<file path="src/rtl/rf_wb_arbiter.sv">
// rtl/rf_wb_arbiter.sv - register file write-port arbiter: pipeline priority, 2-entry aux FIFO, starvation force
module rf_wb_arbiter #(
    parameter int DATA_W   = 32,
    parameter int ADDR_W   = 5,
    parameter int MAX_WAIT = 4
) (
    input  logic                     clk,
    input  logic                     rst,
    input  logic                     pipe_we,
    input  logic [ADDR_W-1:0]        pipe_waddr,
    input  logic [DATA_W-1:0]        pipe_wdata,
    output logic                     stall_req,
    input  logic                     aux_valid,
    input  logic [ADDR_W-1:0]        aux_waddr,
    input  logic [DATA_W-1:0]        aux_wdata,
    output logic                     aux_ready,
    output logic                     rf_we,
    output logic [ADDR_W-1:0]        rf_waddr,
    output logic [DATA_W-1:0]        rf_wdata,
    output logic [(2**ADDR_W)-1:0]   aux_pend_mask
);

    typedef enum logic {
        ST_NORMAL = 1'b0,
        ST_FORCE  = 1'b1
    } state_t;

    localparam logic [3:0] WAIT_MAX  = 4'(MAX_WAIT);
    localparam logic [3:0] WAIT_LAST = 4'(MAX_WAIT - 1);

    state_t              state_q;
    logic [3:0]          starve_cnt_q;

    logic [ADDR_W-1:0]   ent_addr_q [2];
    logic [DATA_W-1:0]   ent_data_q [2];
    logic                rd_ptr_q;
    logic                wr_ptr_q;
    logic [1:0]          count_q;
    logic [1:0]          count_d;

    logic                head_valid;
    logic                in_force;
    logic                push;
    logic                pop;

    // Grant decision: a forced cycle always drains the head; otherwise the head only
    // takes slots the pipeline leaves idle. r0 pushes are acknowledged but never stored.
    always_comb begin
        head_valid = (count_q != 2'd0);
        in_force   = (state_q == ST_FORCE);
        aux_ready  = !rst && (count_q != 2'd2);
        push       = aux_valid && aux_ready && (aux_waddr != '0);
        pop        = !rst && head_valid && (in_force || !pipe_we);
        count_d    = count_q;
        case ({push, pop})
            2'b10:   count_d = count_q + 2'd1;
            2'b01:   count_d = count_q - 2'd1;
            default: count_d = count_q;
        endcase
    end

    // Write-port mux; everything is held at zero while reset is asserted
    always_comb begin
        rf_we     = 1'b0;
        rf_waddr  = '0;
        rf_wdata  = '0;
        stall_req = 1'b0;
        if (!rst) begin
            if (in_force) begin
                rf_we     = 1'b1;
                rf_waddr  = ent_addr_q[rd_ptr_q];
                rf_wdata  = ent_data_q[rd_ptr_q];
                stall_req = pipe_we;
            end else if (pipe_we) begin
                rf_we     = 1'b1;
                rf_waddr  = pipe_waddr;
                rf_wdata  = pipe_wdata;
            end else if (head_valid) begin
                rf_we     = 1'b1;
                rf_waddr  = ent_addr_q[rd_ptr_q];
                rf_wdata  = ent_data_q[rd_ptr_q];
            end
        end
    end

    // Pending-destination mask from the registered FIFO contents only
    always_comb begin
        aux_pend_mask = '0;
        if (!rst) begin
            for (int k = 0; k < 2; k++) begin
                if ((count_q == 2'd2) || ((count_q == 2'd1) && (rd_ptr_q == 1'(k)))) begin
                    aux_pend_mask[ent_addr_q[k]] = 1'b1;
                end
            end
        end
    end

    // FIFO storage; contents need no reset because count_q qualifies every entry
    always_ff @(posedge clk) begin
        if (push) begin
            ent_addr_q[wr_ptr_q] <= aux_waddr;
            ent_data_q[wr_ptr_q] <= aux_wdata;
        end
    end

    // FIFO pointers and occupancy
    always_ff @(posedge clk) begin
        if (rst) begin
            rd_ptr_q <= 1'b0;
            wr_ptr_q <= 1'b0;
            count_q  <= 2'd0;
        end else begin
            if (push) begin
                wr_ptr_q <= ~wr_ptr_q;
            end
            if (pop) begin
                rd_ptr_q <= ~rd_ptr_q;
            end
            count_q <= count_d;
        end
    end

    // Starvation FSM: count cycles the head loses to the pipeline, force one grant at the limit
    always_ff @(posedge clk) begin
        if (rst) begin
            state_q      <= ST_NORMAL;
            starve_cnt_q <= 4'd0;
        end else begin
            case (state_q)
                ST_NORMAL: begin
                    if (head_valid && pipe_we) begin
                        if (starve_cnt_q == WAIT_LAST) begin
                            state_q <= ST_FORCE;
                        end
                        if (starve_cnt_q < WAIT_MAX) begin
                            starve_cnt_q <= starve_cnt_q + 4'd1;
                        end
                    end else begin
                        starve_cnt_q <= 4'd0;
                    end
                end
                default: begin
                    state_q      <= ST_NORMAL;
                    starve_cnt_q <= 4'd0;
                end
            endcase
        end
    end

endmodule

</file>
<file path="config.mk">
export PLATFORM = sky130hd
export DESIGN_NAME = rf_wb_arbiter
export DESIGN_NICKNAME = d
export VERILOG_FILES = /design/src/rtl/rf_wb_arbiter.sv
export SDC_FILE = /design/constraint.sdc
export NUM_CORES = 1
export LEC_CHECK = 0
export CAP_MARGIN = 20
export CORE_AREA = 2 2 100 102
export DETAILED_ROUTE_END_ITERATION = 10
export DIE_AREA = 0 0 102 104
export PLACE_DENSITY = 0.78
export SYNTH_ARGS = -nofsm -noshare
export SYNTH_HDL_FRONTEND = slang
export SYNTH_SLANG_ARGS = --single-unit
export TNS_END_PERCENT = 100
</file>
<file path="constraint.sdc">
create_clock -name clk -period 4.59 [get_ports clk]
set_clock_uncertainty 0.15 [all_clocks]
set_input_delay 0.918 -clock clk [delete_from_list [all_inputs] [get_ports clk]]
set_output_delay 0.918 -clock clk [all_outputs]
set_load 0.005 [all_outputs]
</file>
* Yosys cells after proc, flatten, opt, wreduce, memory -nomap -nowiden
Memories as Yosys holds them, arrays and structs flattened. A register that Yosys moved wholly into a read port is not among the register bits.
Index checks and enable logic that the tools add are counted.
** Storage, ports and cells
- Memories :: 2
- Bits of input ports :: 78
- Logic and storage cells :: 74
- Register bits :: 9
- Output and inout port bits :: 72
- Memory bits (writable) :: 74
** Memories
- ent_data_q :: words 2, bits a word 32, rd ports 1, clocked after memory_dff 1, write ports 1, line 35 : logic [DATA_W-1:0] ent_data_q [2];
- ent_addr_q :: words 2, bits a word 5, rd ports 3, clocked after memory_dff 1, write ports 1, line 34 : logic [ADDR_W-1:0] ent_addr_q [2];
** Operators by class
- Multiplexer cells :: 30
- Add/sub/neg operators :: 3
- Eq/ne operators :: 6
- Bitwise operators :: 4
- Magnitude comparators :: 5
- Reduce and logical (&&, ||, !) cells :: 19
** Operators with widths (number)
- two-way mux 32 bit :: 8
- OR 32 bit :: 1
- two-way mux 5 bit :: 4
- two-way mux 1 bit :: 15
- < comparator 5 x 6 -> 1 bit (second input constant) :: 2
- demux 1 bit (select 5 bit) :: 2
- >= comparator 5 x 1 -> 1 bit (second input constant) :: 2
- logical AND 1 bit :: 10
- nonzero test 5 bit :: 1
- adder 4 x 1 -> 4 bit (second input constant) :: 1
- == test 2 x 1 -> 1 bit (second input constant) :: 2
- == test 2 bit (second input constant) :: 2
- == test 4 x 2 -> 1 bit (second input constant) :: 1
- < comparator 4 x 3 -> 1 bit (second input constant) :: 1
- case mux 2 bit (2 select lines) :: 1
- nonzero test 2 bit :: 2
- logical OR 1 bit :: 3
- inverter 1 bit :: 3
- OR reduction 3 bit :: 1
- adder 2 x 1 -> 2 bit (second input constant) :: 1
- logical NOT 1 bit :: 2
- inequality test 2 bit (second input constant) :: 1
- subtractor 2 x 1 -> 2 bit (second input constant) :: 1

* Longest topological paths before layout
- Depth in word-level cells :: 9
- Mapped depth :: 8
- Gate-level depth less buffers :: 8

* Least setup slack after synthesis
Ideal clock, no wire load.
- Path type :: input to register
- Start :: input port rst
- End :: memory ent_addr_q[0][0] (enable)
- Required time :: 4009 ps
- Cell stages on the path :: 4
- Path buffers :: 1
- Arrival time :: 2944 ps
- Setup slack :: 1064 ps
- Library setup time :: 431 ps
- Path through :: buf_4 nor2_1 o211ai_1 nor2_1
** Between the ends
- Cells in the longest elaborated chain, start to end :: 6
** Ends and longest elaborated chain
- from (decl) :: line 8 : input logic rst,
- logical NOT 1 bit
- logical AND 1 bit :: line 51 : aux_ready = !rst && (count_q != 2'd2);
- net aux_ready :: line 16 : output logic aux_ready,
- logical AND 1 bit (2 in a row) :: line 52 : push = aux_valid && aux_ready && (aux_waddr != '0);
- two-way mux 1 bit :: line 100 : if (push) begin
- two-way mux 1 bit (not written as such) :: line 101 : ent_addr_q[wr_ptr_q] <= aux_waddr;
- to (decl) :: line 34
The timed path passes the listed nets, and every way through them passes these cells.

* Worst setup path after layout
- Start :: input port pipe_we
- End :: output port rf_waddr[0]
** Between the ends
- Cells in the longest elaborated chain, start to end :: 3
** Ends and longest elaborated chain
- from (decl) :: line 9 : input logic pipe_we,
- two-way mux 5 bit :: line 74 : end else if (pipe_we) begin
- two-way mux 5 bit :: line 69 : if (in_force) begin
- two-way mux 5 bit :: line 68 : if (!rst) begin
- to (decl) :: line 18 : output logic [ADDR_W-1:0] rf_waddr,
Every way passes these cells.

==> summary.md <==
| Metric | Value |
|---|---|
| First drt pass iteration count | 5 |
| Number of fill cells | slightly below 800 |
| Synth top area share | 53.53% |
| DRT antenna net count | 0 |
| Setup_tns | 0 ns |
| Synth warn | 0 |
| Share of post-route cells with drive strength above 1 | 9.572% |
| EDFF count, synth | 74 |
| TritonCTS clock tree | done |
| Synth Area per Inst | ~12 um2 |
| Post-synthesis compound-gate area fraction | 16.31% |
| Mux contribution to synthesized area | 8.921% |
| Adder-Cell Fraction of Synth Area | 1.808% |
| Die Width | between 100 and 150 um |
| Relative slew slack | 37.88% |
| Crit path top cell by count | clkdlybuf4s50_1 |
| Avg Vias per Cell | 5.295 |
| Crit. End Element | primary output |
| I/O Pins | 150 |
| Simple-gate share of the synthesized area | about a tenth |
| Post-Syn Instances | 336 |
| CTS Buffer Depth | 2 |
| Most frequent cells in the layout | 149 x clkdlybuf4s50_1, 74 x edfxtp_1, 53 x nor2_1, 37 x mux2i_1, 32 x o22ai_1 |
| H-Tree Depth | 3 |
| Area taken by multi-input logic gates | between 1500 and 2000 um2 |
| Pwr dens | 320.7 nW/um2 |
| Total Routing Usage GR | 18.62% |
| Worst skew pair latency | 0.34 ns |
| R2R Path Start | count_q[0]$_SDFFE_PP0P_ |
| Netlist cell types | 33 |
| WL final | around 9900 um |
| Largest family of logic cells by synthesized area | compound AO/OA/AOI/OAI gates |
| Post-CTS Hold Buffers | 0 |
| Initial antenna violation count | 0 |
| Commonest non-fill, non-tap cell in the layout | clkdlybuf4s50_1 |
| Least-Margin Pin Slew | 0.9318 ns |
| Critical Path Max Stage Delay | 0.56 ns |
| Area growth, synth to finish | 45.00% |
| Drt wl/cell | 15.84 um |
| DP Wirelength | between 7000 and 8000 um |
| Gpl congestion | 0.8701 |
| FF-to-FF path depth | 6 |
| Final Core Density | 63.04% |
| WS Path Type | primary input to primary output |
| Arrival @ worst endpoint | 2.95 ns |
| PortBufs | 149 |
| Core area | roughly 9500 um2 |
| Via count | roughly 3300 |
| Seq/Total Area, Yosys | 58.35% |
| Synth area leaders | edfxtp_1 54%, mux2i_1 8.9%, a211oi_2 5.7%, nor2_1 5.0%, dfxtp_1 4.8% |
| Starting Density | approximately 43% |
| Initial detailed-routing violation count | 184 |
| Startpoint types | primary input |
| Flop2flop setup slack | around 2.4 ns |
| HP Class | flip-flop to flip-flop |
| Fmax | ~0.25 GHz |
| DRC viols | 0 |
| Max Cap Violations | 0 |
| Setup WS pre-CTS | 0.5191 ns |
| Synth async-reset ratio | 0% |
| CTS root buf | clkbuf_8 |
| Worst setup margin | 0.5728 ns |
| Slowest cell on crit path | clkdlybuf4s50_1 |
| Total CTS buffers | 9 |
| Synth area leader | edfxtp_1 |
| Num Clock Sinks | 84 |
| Pleak | 0.001909 uW |
| Final Cycle Share | 87.52% |
| Seq cells post-synth | between 80 and 90 |
| Min cycle time layout | 4.017 ns |
| Syn Std Cell Area | 4151 um2 |
| Vias in the first global route | between 3000 and 4000 |
| Postcts setup bufs | 0 |
| Reg clk slew, reported paths | ~0.080 ns |
| CP endpoint | rf_waddr[0] |
| Pin count of the biggest net entering global routing | 40 |
| Final nets | 570 |
| Reg area | ~2400 um2 |
| FF-to-FF End | ent_data_q[0][9]$_DFFE_PP_ |
| Remaining global-route overflow | 0 |
| CP max FO | 38 |
| Die height | 104 um |
| RSZ-0062 raised after global routing | false |
| First-pass GRT wire length | 15400 um |
| Predominant post-synthesis flop cell | edfxtp_1 |
| Setup-failing EPs final | 0 |
| N_diodes | 0 |
| VDD IR max | 176.0 uV |
| CP cell instances | clkdlybuf4s50_1, nor2_1, a21o_2, a211oi_1, clkdlybuf4s50_1 |
| # rows | 36 |
| Die area | roughly 11000 um2 |
| Syn Nets | 420 |
| Worst EP required | 3.52 ns |
| Worst Setup SP | pipe_we |
| Synth Area in XOR/XNOR | less than 1% |
| Post-CTS sizing | 0 |
| Final hold violations | 0 |
| Status | finished, final reports clean |
| Fin. max-slew vios | 0 |
metrics by stage:
step	std cells	instance area [um2]	hold slack, ns	total power [uW]
final	624	6020	0.3329	1930
after global routing	624	6020	0.3744	2021
after CTS	622	5979	0.3261	1941
after detailed placement	606	5763	0.3149	1388
after global placement	606	5763	0.2975	1376
after floorplan	336	4151	0.2906	1178
cells by family (layout without fill, tap and decap cells):
| family | after synthesis | count (layout) |
|---|---|---|
| simple gates | 99 | 99 |
| compound gates | 85 | 85 |
| flops | 84 | 84 |
| mux | 37 | 37 |
| buf+inv | 22 | 177 |
| fa+ha+maj | 6 | 6 |
| xor+xnor | 3 | 3 |
area by class of cell:
cell class	instances	share of cell area [%]
Inverter	5	0.3118
Timing Repair Buffer	156	26.27
Clock buffer	10	2.120
Clock inverter	6	1.476
Tap cell	133	2.765
Multi-Input combinational cell	230	26.79
Sequential cell	84	40.26
cell usage after synthesis (5+ instances only):
| library cell | n |
|---|---|
| mux2i_1 | 37 |
| a211oi_1 | 20 |
| nand3_1 | 5 |
| ha_1 | 6 |
| nor2b_1 | 10 |
| a211oi_2 | 19 |
| nand2_1 | 17 |
| inv_1 | 5 |
| nor2_1 | 55 |
| buf_4 | 8 |
| edfxtp_1 | 74 |
| dfxtp_1 | 10 |
| o22ai_1 | 32 |
where the power goes:
group / total [uW] / internal [uW] / switching (uW)
Clock: 557 / 307 / 251
Combinational: 439 / 236 / 203
Sequential: 934 / 894 / 40.7
Total: 1930 / 1440 / 495
sequential cells by signal (all words and copies together) (netlist names), named ones only:
name,cells
ent_data_q,64
ent_addr_q,10
starve_cnt_q,4
count_q,2
in_force,1
rd_ptr_q,1
wr_ptr_q,1
worst min-delay path by stage:
| stage | start | endpoint | slack (ns) | cells after the start |
|---|---|---|---|---|
| 2_1_floorplan | starve_cnt_q[3]$_SDFFE_PP0N_ | starve_cnt_q[3]$_SDFFE_PP0N_ | 0.29 | 2 |
| 3_3_place_gp | starve_cnt_q[3]$_SDFFE_PP0N_ | starve_cnt_q[3]$_SDFFE_PP0N_ | 0.30 | 2 |
| 3_5_place_dp | starve_cnt_q[3]$_SDFFE_PP0N_ | starve_cnt_q[3]$_SDFFE_PP0N_ | 0.31 | 2 |
| 4_1_cts | starve_cnt_q[3]$_SDFFE_PP0N_ | starve_cnt_q[3]$_SDFFE_PP0N_ | 0.33 | 2 |
| 5_1_grt | starve_cnt_q[3]$_SDFFE_PP0N_ | starve_cnt_q[3]$_SDFFE_PP0N_ | 0.37 | 2 |
| 6_report | starve_cnt_q[3]$_SDFFE_PP0N_ | starve_cnt_q[3]$_SDFFE_PP0N_ | 0.33 | 2 |
routing by layer:
layer	part of all wire (%)	wire length (um)	global-route usage [%]
met1	40	3940	21.50
met2	51	4997	32.94
met3	8.3	822	4.839
met4	1.3	125	6.381
met5	0	0	0
worst max-delay path, delay by kind of cell:
family,cells,cell delay [ns]
compound gates,2,0.80
simple gates,1,0.07
buf+inv,2,1.11
(Power assumes the default switching activity.)
